$ cat config.mk
export PLATFORM = sky130hd
export DESIGN_NAME = mc_pad_arb
export DESIGN_NICKNAME = d
export VERILOG_FILES = /design/src/rtl/mc_pad_arb.sv
export SDC_FILE = /design/constraint.sdc
export NUM_CORES = 1
export LEC_CHECK = 0
export ABC_CLOCK_PERIOD_IN_PS = 5300
export BUFFER_PORTS_ARGS = -buffer_cell sky130_fd_sc_hd__buf_2
export CAP_MARGIN = 25
export CORE_MARGIN = 8
export CORE_UTILIZATION = 55
export CTS_CLUSTER_SIZE = 20
export DETAILED_ROUTE_END_ITERATION = 10
export GPL_TIMING_DRIVEN = 1
export HOLD_SLACK_MARGIN = 0.05
export MAX_ROUTING_LAYER = met4
export PLACE_DENSITY = 0.91
export SLEW_MARGIN = 30
export SYNTH_ARGS = -nofsm -noshare
export SYNTH_HDL_FRONTEND = slang
export SYNTH_SLANG_ARGS = --single-unit
export TNS_END_PERCENT = 20
$ cat constraint.sdc
create_clock -name clk_i -period 5.3 [get_ports clk_i]
set_input_delay 1.06 -clock clk_i [delete_from_list [all_inputs] [get_ports clk_i]]
set_output_delay 1.06 -clock clk_i [all_outputs]
set_load 0.02 [all_outputs]
$ cat src/rtl/mc_pad_arb.sv
// Shares one bidirectional IO pad between NumReq requesters: round-robin ownership,
// optional hold-time preemption, forced-tristate turnaround and a pad input synchroniser.
//
// state | meaning
// IDLE  | no owner, pad released
// TURN  | owner chosen, pad forced tristate for TurnCycles cycles
// OWNED | owner granted, its d/oe drive the pad one cycle later
module mc_pad_arb #(
    parameter int NumReq     = 4,
    parameter int TurnCycles = 2,
    parameter int MaxHold    = 0,
    parameter int SyncStages = 2
) (
    input  logic                      clk_i,
    input  logic                      rst_i,
    input  logic [NumReq-1:0]         req_i,
    input  logic [NumReq-1:0]         d_i,
    input  logic [NumReq-1:0]         oe_i,
    output logic [NumReq-1:0]         gnt_o,
    output logic [$clog2(NumReq)-1:0] owner_o,
    output logic                      busy_o,
    output logic                      rd_o,
    output logic                      pad_d_o,
    output logic                      pad_oe_o,
    input  logic                      pad_d_i
);

    localparam int OwnW  = $clog2(NumReq);
    localparam int TurnW = $clog2(TurnCycles + 1);
    localparam int HoldW = (MaxHold > 1) ? $clog2(MaxHold) : 1;

    localparam logic [TurnW-1:0] TurnLoad = TurnW'(TurnCycles);
    // hold_cnt stops at MaxHold-1 so a requester arriving late still preempts promptly
    localparam logic [HoldW-1:0] HoldTop  = (MaxHold > 0) ? HoldW'(MaxHold - 1) : {HoldW{1'b1}};
    localparam logic [OwnW-1:0]  LastIdx  = OwnW'(NumReq - 1);

    localparam logic [1:0] IDLE  = 2'd0;
    localparam logic [1:0] TURN  = 2'd1;
    localparam logic [1:0] OWNED = 2'd2;

    logic [1:0]        state, state_nxt;
    logic [OwnW-1:0]   owner, owner_nxt;
    logic [OwnW-1:0]   rr_ptr, rr_ptr_nxt;
    logic [TurnW-1:0]  turn_cnt, turn_cnt_nxt;
    logic [HoldW-1:0]  hold_cnt, hold_cnt_nxt;
    logic [NumReq-1:0] owner_oh;
    logic [NumReq-1:0] others;
    logic [NumReq-1:0] arb_req;
    logic [OwnW-1:0]   win_idx;
    logic              win_vld;
    logic              preempt;
    logic              stay;
    logic [SyncStages-1:0] sync_q;

    assign owner_oh = NumReq'(1) << owner;
    assign others   = req_i & ~owner_oh;
    assign arb_req  = (state == IDLE) ? req_i : others;
    assign preempt  = (MaxHold > 0) && (hold_cnt == HoldTop) && (|others);
    assign stay     = (state == OWNED) && (state_nxt == OWNED);

    always_comb begin : arbiter
        logic [OwnW-1:0] idx;
        win_vld = 1'b0;
        win_idx = '0;
        idx     = rr_ptr;
        for (int i = 0; i < NumReq; i++) begin
            if (!win_vld && arb_req[idx]) begin
                win_vld = 1'b1;
                win_idx = idx;
            end
            idx = (idx == LastIdx) ? '0 : idx + OwnW'(1);
        end
    end

    always_comb begin
        state_nxt    = state;
        owner_nxt    = owner;
        rr_ptr_nxt   = rr_ptr;
        turn_cnt_nxt = turn_cnt;
        hold_cnt_nxt = hold_cnt;
        case (state)
            IDLE: begin
                if (|req_i) begin
                    owner_nxt    = win_idx;
                    turn_cnt_nxt = TurnLoad;
                    state_nxt    = TURN;
                end
            end
            TURN: begin
                if (!(|req_i)) begin
                    state_nxt = IDLE;
                end else begin
                    // a withdrawn owner is replaced without restarting the turnaround
                    if (!req_i[owner]) begin
                        owner_nxt = win_idx;
                    end
                    if (turn_cnt == TurnW'(1)) begin
                        state_nxt    = OWNED;
                        hold_cnt_nxt = '0;
                        rr_ptr_nxt   = (owner_nxt == LastIdx) ? '0 : owner_nxt + OwnW'(1);
                    end else begin
                        turn_cnt_nxt = turn_cnt - TurnW'(1);
                    end
                end
            end
            OWNED: begin
                if (!req_i[owner] || preempt) begin
                    if (|others) begin
                        owner_nxt    = win_idx;
                        turn_cnt_nxt = TurnLoad;
                        state_nxt    = TURN;
                    end else begin
                        state_nxt = IDLE;
                    end
                end else if (hold_cnt != HoldTop) begin
                    hold_cnt_nxt = hold_cnt + HoldW'(1);
                end
            end
            default: state_nxt = IDLE;
        endcase
    end

    always_ff @(posedge clk_i) begin
        if (rst_i) begin
            state    <= IDLE;
            owner    <= '0;
            rr_ptr   <= '0;
            turn_cnt <= '0;
            hold_cnt <= '0;
            pad_oe_o <= 1'b0;
            pad_d_o  <= 1'b0;
        end else begin
            state    <= state_nxt;
            owner    <= owner_nxt;
            rr_ptr   <= rr_ptr_nxt;
            turn_cnt <= turn_cnt_nxt;
            hold_cnt <= hold_cnt_nxt;
            // drive drops on the same edge the grant does, so owners never overlap
            pad_oe_o <= stay ? oe_i[owner] : 1'b0;
            pad_d_o  <= stay ? d_i[owner]  : 1'b0;
        end
    end

    always_ff @(posedge clk_i) begin
        if (rst_i) begin
            sync_q <= '0;
        end else begin
            sync_q <= (sync_q << 1) | SyncStages'(pad_d_i);
        end
    end

    assign rd_o    = sync_q[SyncStages-1];
    assign gnt_o   = (state == OWNED) ? owner_oh : '0;
    assign busy_o  = (state != IDLE);
    assign owner_o = owner;

endmodule

==> results.ini, run 1 <==
[clocking]
cts_setup_buffers = 0
cts_buffer_depth = 2
htree_num_levels = 1
clkSlewWorstSetupHoldPaths_ps = 80
cts_made_buffers = 3
clk_latency_ps = 270
root_buffer = clkbuf_4
cts_tree = built
ctsResizeCount = 0
clock_sinks = 12
ctsHoldBuffers = 0

[cells_and_area]
fin_nets = 172
fillCellCount = 166
diodes = 0
multi_input_area_um2 = 766
final_layout_size_suffix_gt1_frac = 0.279
regArea_um2 = 240
final_util = 0.645
area_growth_pct = 14.9
final_area_um2 = 1230

[global_route]
grt_pass1_vias = 1069
track_usage = 0.166
grt_overflow = 0
grt_pass1_wl_um = 4660
antenna_found_initial = 0
grt_start_max_net_pins = 17

[min_path]
worstHoldStart = sync_q[0]
hp-class = reg -> reg

[logic_synthesis]
synth_nets = 149
synth_cell_type_count = 47
synthTopCellsByCount = dfxtp_1, nor2_1, a21oi_1
yosysWarnings = 0
synth_cells = 132
ys_ff_latch = 12
synth_area_leaders = dfxtp_1, mux2i_1, mux4_2
synthesis.area_um2 = 1070
netlist.area_leader.share = 0.225
async_reset_ff_frac = 0
synth-main-ff-cell = dfxtp_1
avgSynthCellArea_um2 = 8.09
synth_edf_count = 0
synth_area_leader_cell = dfxtp_1
ys_seq_area_frac = 0.225

[worst_setup_path]
path_max_fanout = 16
r2r-start = owner_o[1]
critPathCaptureType = register
crit_path_start = owner_o[1]
cp-start-kind = register
cp.arrival_ps = 2800
path_class = reg -> reg
cp.required_ps = 5450

[sta]
max_freq_mhz = 377
tns_ps = 0
grt_setup_unrepaired = false
finalClockSkew_ps = 3.22
finalSetupViolations = 0
fin_crit_ps = 2650
tightest_slew_ps = 611
maxSlewHeadroom = 0.592
holdWs_ps = 454
fin_crit_sh = 0.501
drv_slew = 0
final_hold_viol_count = 0

[detailed_routing]
vias = 1097
wl_um = 2780
drt_iter0_markers = 30
dr.pass1.iters = 4
postRouteAntennaNets = 0
vias_per_cell = 6.06
drc = 0
routedWlPerCell_um = 15.3

[floorplanning]
initial_core_util = 0.561
dieArea_um2 = 3610
die_x_um = 60.1
coreArea_um2 = 1900
pin_count = 25
rows = 16
die_h_um = 60.1

[status]
run_status = finished, final reports clean

[power]
power.density_nw_per_um2 = 238
p_seq_frac = 0.380
intPower_w = 0.000186
pwr-share-comb = 0.373
p_leak_nw = 0.516
power.share.clock = 0.248
ir_drop_mv = 0.185
p_sw_frac = 0.362
p_sw_w = 0.000106

[place]
placed_cell_area_um2 = 1190
port_buffers = 24
place_hpwl_um = 2240
routabilityCongestion = 0.926

[run]
drv_cap = 0

==> final timing paths <==
| check | endpoint | slack, ps | cells after the start |
|---|---|---|---|
| worst max-delay path | rr_ptr[1] | 2650 | 8 |
| worst min-delay path | sync_q[1] | 450 | 1 |
| worst max register to register | rr_ptr[1] | 2650 | 8 |
| worst min register to register | sync_q[1] | 450 | 1 |
==> registers in the layout (all words and copies together), names as in the netlist <==
register / count
sync_q: 2
pad_d_o: 1
rr_ptr: 2
state: 2
owner_o: 2
turn_cnt: 2
pad_oe_o: 1
==> kinds of logic after synthesis <==
kind of cell,count (synthesis),share of synthesized area
mux,11,0.142
flops,12,0.225
fa+ha+maj,2,0.0234
simple gates,52,0.261
xor+xnor,1,0.00821
buf+inv,14,0.0574
compound gates,40,0.283
==> worst max-delay path, cell delays in order (launching register included) <==
cell and delay (ps):
dfxtp_1 710, nand2b_1 240, o21a_1 290, a22o_1 250
o221a_1 200, a311o_1 350, a31oi_2 180, xor2_1 200
a211oi_2 90
==> final cells by class <==
class                      count  area share
multi-input combinational    106       0.624
sequential                    12       0.196
timing repair buffer          24      0.0980
clock buffer                   4      0.0296
tap                           27      0.0276
inverter                       8      0.0245
==> metal layers <==
layer | track usage | share of wire
met1 | 0.178 | 0.41
met2 | 0.295 | 0.53
met3 | 0.0258 | 0.038
met4 | 0.0714 | 0.015
met5 | - | 0
==> through the flow <==
| step | worst slack (ps) | power (W) | std cells |
|---|---|---|---|
| finish | 2650 | 0.000292 | 181 |
| global route | 2490 | 0.000310 | 181 |
| CTS | 2660 | 0.000293 | 181 |
| detailed placement | 2400 | 0.000220 | 177 |
| global placement | 2470 | 0.000215 | 177 |
| floorplan | 2530 | 0.000195 | 132 |
==> power by group through the flow <==
stage | sequential [W] | combinational [W] | clock (W)
finish | 0.000111 | 0.000109 | 0.0000722
global route | 0.000113 | 0.000118 | 0.0000789
CTS | 0.000111 | 0.000108 | 0.0000745
detailed placement | 0.000113 | 0.000107 | 0
global placement | 0.000112 | 0.000102 | 0
floorplan | 0.000108 | 0.0000871 | 0
==> layout by cell type, fill, tap and decap left out, types with 2 or more instances in the layout <==
cell      count
nor2b_1       5
o21ai_0       4
o21ai_1       2
nor2_1       12
nor3_1        7
or2_1         2
a21o_1        3
o21a_1        2
a32oi_1       3
ha_1          2
buf_2        24
nand3_1       2
nand4_1       3
nor4_1        2
o22ai_1       2
nand2_1       7
clkbuf_4      3
nand2b_1      3
nor3b_1       2
inv_1         7
nor2_2        2
o211ai_1      2
and2_1        2
dfxtp_1      12
a21oi_1       8
mux4_2        3
o21ai_2       2
mux2i_1       7
(Power assumes the default switching activity.)
==> run 2: changes to the inputs <==
- ABC_CLOCK_PERIOD_IN_PS: 5300 -> 2500
- CORE_UTILIZATION: 55 -> 53
- PLACE_DENSITY: 0.91 -> 0.89
- clock period: 5.3 -> 2.5 ns (I/O delays scaled with it)
==> run 2 against run 1 <==
First-iteration DRC count is 27% higher. Global-route usage is 0.44 points higher. Worst setup slack worse by 2500 ps. Critical path type unchanged.
==> results.ini, run 2 (synthesized netlist as in run 1, its figures left out) <==
[status]
run_status = finished, final reports clean

[sta]
drv_slew = 0
final_hold_viol_count = 0
finalWorstSetupSlack_ps = 140
tightest_slew_ps = 393
fin_crit_sh = 0.944
tns_ps = 0
finalClockSkew_ps = 8.68
maxSlewHeadroom = 0.736
max_freq_mhz = 424
holdWs_ps = 440
finalSetupViolations = 0
fin_crit_ps = 2360

[worst_setup_path]
cp.arrival_ps = 2560
path_max_fanout = 5
max_stage_delay_ps = 530
path_class = reg -> reg
cp.required_ps = 2700
critPathCaptureType = register
crit_slowest_cell = or4_4
crit_path_start = state[0]
cp-start-kind = register
cp_cell_sequence = o21ai_1 > o21ai_2 > or4_4 > and3_4 > a32oi_2 > o22ai_1 > xor2_1 > a211oi_2
r2r-start = state[0]

[global_route]
grt_overflow = 0
grt_start_max_net_pins = 13
grt_pass1_wl_um = 4850
track_usage = 0.171
grt_pass1_vias = 1140
antenna_found_initial = 0

[place]
place_hpwl_um = 2320
routabilityCongestion = 0.996
port_buffers = 24
preCtsSetupSlack_ps = 76.5
post-place-cells = 183

[detailed_routing]
drt_iter0_markers = 38
drc = 0
vias = 1173
dr.pass1.iters = 4
vias_per_cell = 6.27
routedWlPerCell_um = 15.6
postRouteAntennaNets = 0
wl_um = 2920

[power]
pwr-share-comb = 0.410
p_leak_nw = 0.549
p_sw_frac = 0.364
p_seq_frac = 0.349
intPower_w = 0.000408
power.share.clock = 0.241
ir_drop_mv = 0.370
power.density_nw_per_um2 = 500
p_sw_w = 0.000233

[clocking]
clock_sinks = 12
ctsHoldBuffers = 0
root_buffer = clkbuf_4
clkSlewWorstSetupHoldPaths_ps = 80
clk_latency_ps = 280
cts_tree = built
cts_made_buffers = 3
cts_buffer_depth = 2
htree_num_levels = 1

[floorplanning]
initial_core_util = 0.555
rows = 16
die_x_um = 60.9
die_h_um = 60.9
coreArea_um2 = 1920
dieArea_um2 = 3710
pin_count = 25

[cells_and_area]
final_layout_size_suffix_gt1_frac = 0.325
layout_common_cells = buf_2, nor2_1, dfxtp_1
area_growth_pct = 20.3
stdcell_count = 187
fillCellCount = 173
final_common_cell = buf_2
diodes = 0
final_util = 0.668
fin_nets = 178

[min_path]
worstHoldStart = pad_d_i
hp-class = in -> reg

[run]
drv_cap = 0

-- run 2: cell count changes in the layout (fill, tap and decap cells not counted), sizes merged --
| cell | change |
|---|---|
| buf | +6 |
-- run 2: power by group through the flow --
| stage | Sequential (W) | Clock, W | Combinational, W |
|---|---|---|---|
| after detailed placement | 0.000227 | 0 | 0.000254 |
| after global routing | 0.000226 | 0.000163 | 0.000285 |
| after CTS | 0.000222 | 0.000158 | 0.000256 |
| after floorplan | 0.000230 | 0 | 0.000185 |
| final | 0.000224 | 0.000155 | 0.000263 |
| after global placement | 0.000226 | 0 | 0.000247 |
-- run 2: per-layer routing --
metal	vias to the layer above	global-route usage	wire length (um)
met2	59	0.282	1450
met5	-	-	0
met3	8	0.0169	186
met4	0	0.0731	44
li1	554	-	-
met1	552	0.205	1240
-- run 2: stage by stage --
| step | area, um2 | power [W] |
|---|---|---|
| floorplan | 1070 | 0.000414 |
| global placement | 1230 | 0.000473 |
| detailed placement | 1230 | 0.000481 |
| CTS | 1270 | 0.000637 |
| global route | 1280 | 0.000674 |
| finish | 1280 | 0.000641 |
-- run 2: cell type report --
cell class	count	area (um2)	area share
Inverter	8	30.0	0.0234
Multi-Input combinational cell	106	776	0.604
Timing Repair Buffer	30	165	0.129
Tap cell	27	33.8	0.0263
Clock buffer	4	36.3	0.0283
Sequential cell	12	243	0.189
-- run 2: timing repair --
item                                    4_1_cts  5_1_grt
endpoints found under the setup margin        0        2
gates resized for setup                       0        4
setup buffers                                 0        0
-- run 2: final timing paths --
check	cells after the start	endpoint	slack, ps
setup / recovery	8	rr_ptr[1]	140
hold / removal	2	sync_q[0]	440
setup reg to reg	8	rr_ptr[1]	140
hold reg to reg	1	sync_q[1]	460
-- run 2: critical path: cells and delay by family (launching register included) --
kind             cells  cell delay (ps)
AO/OA/AOI/OAI        5             1030
XOR/XNOR             1              200
flip-flops           1              360
AND/OR/NAND/NOR      2              690
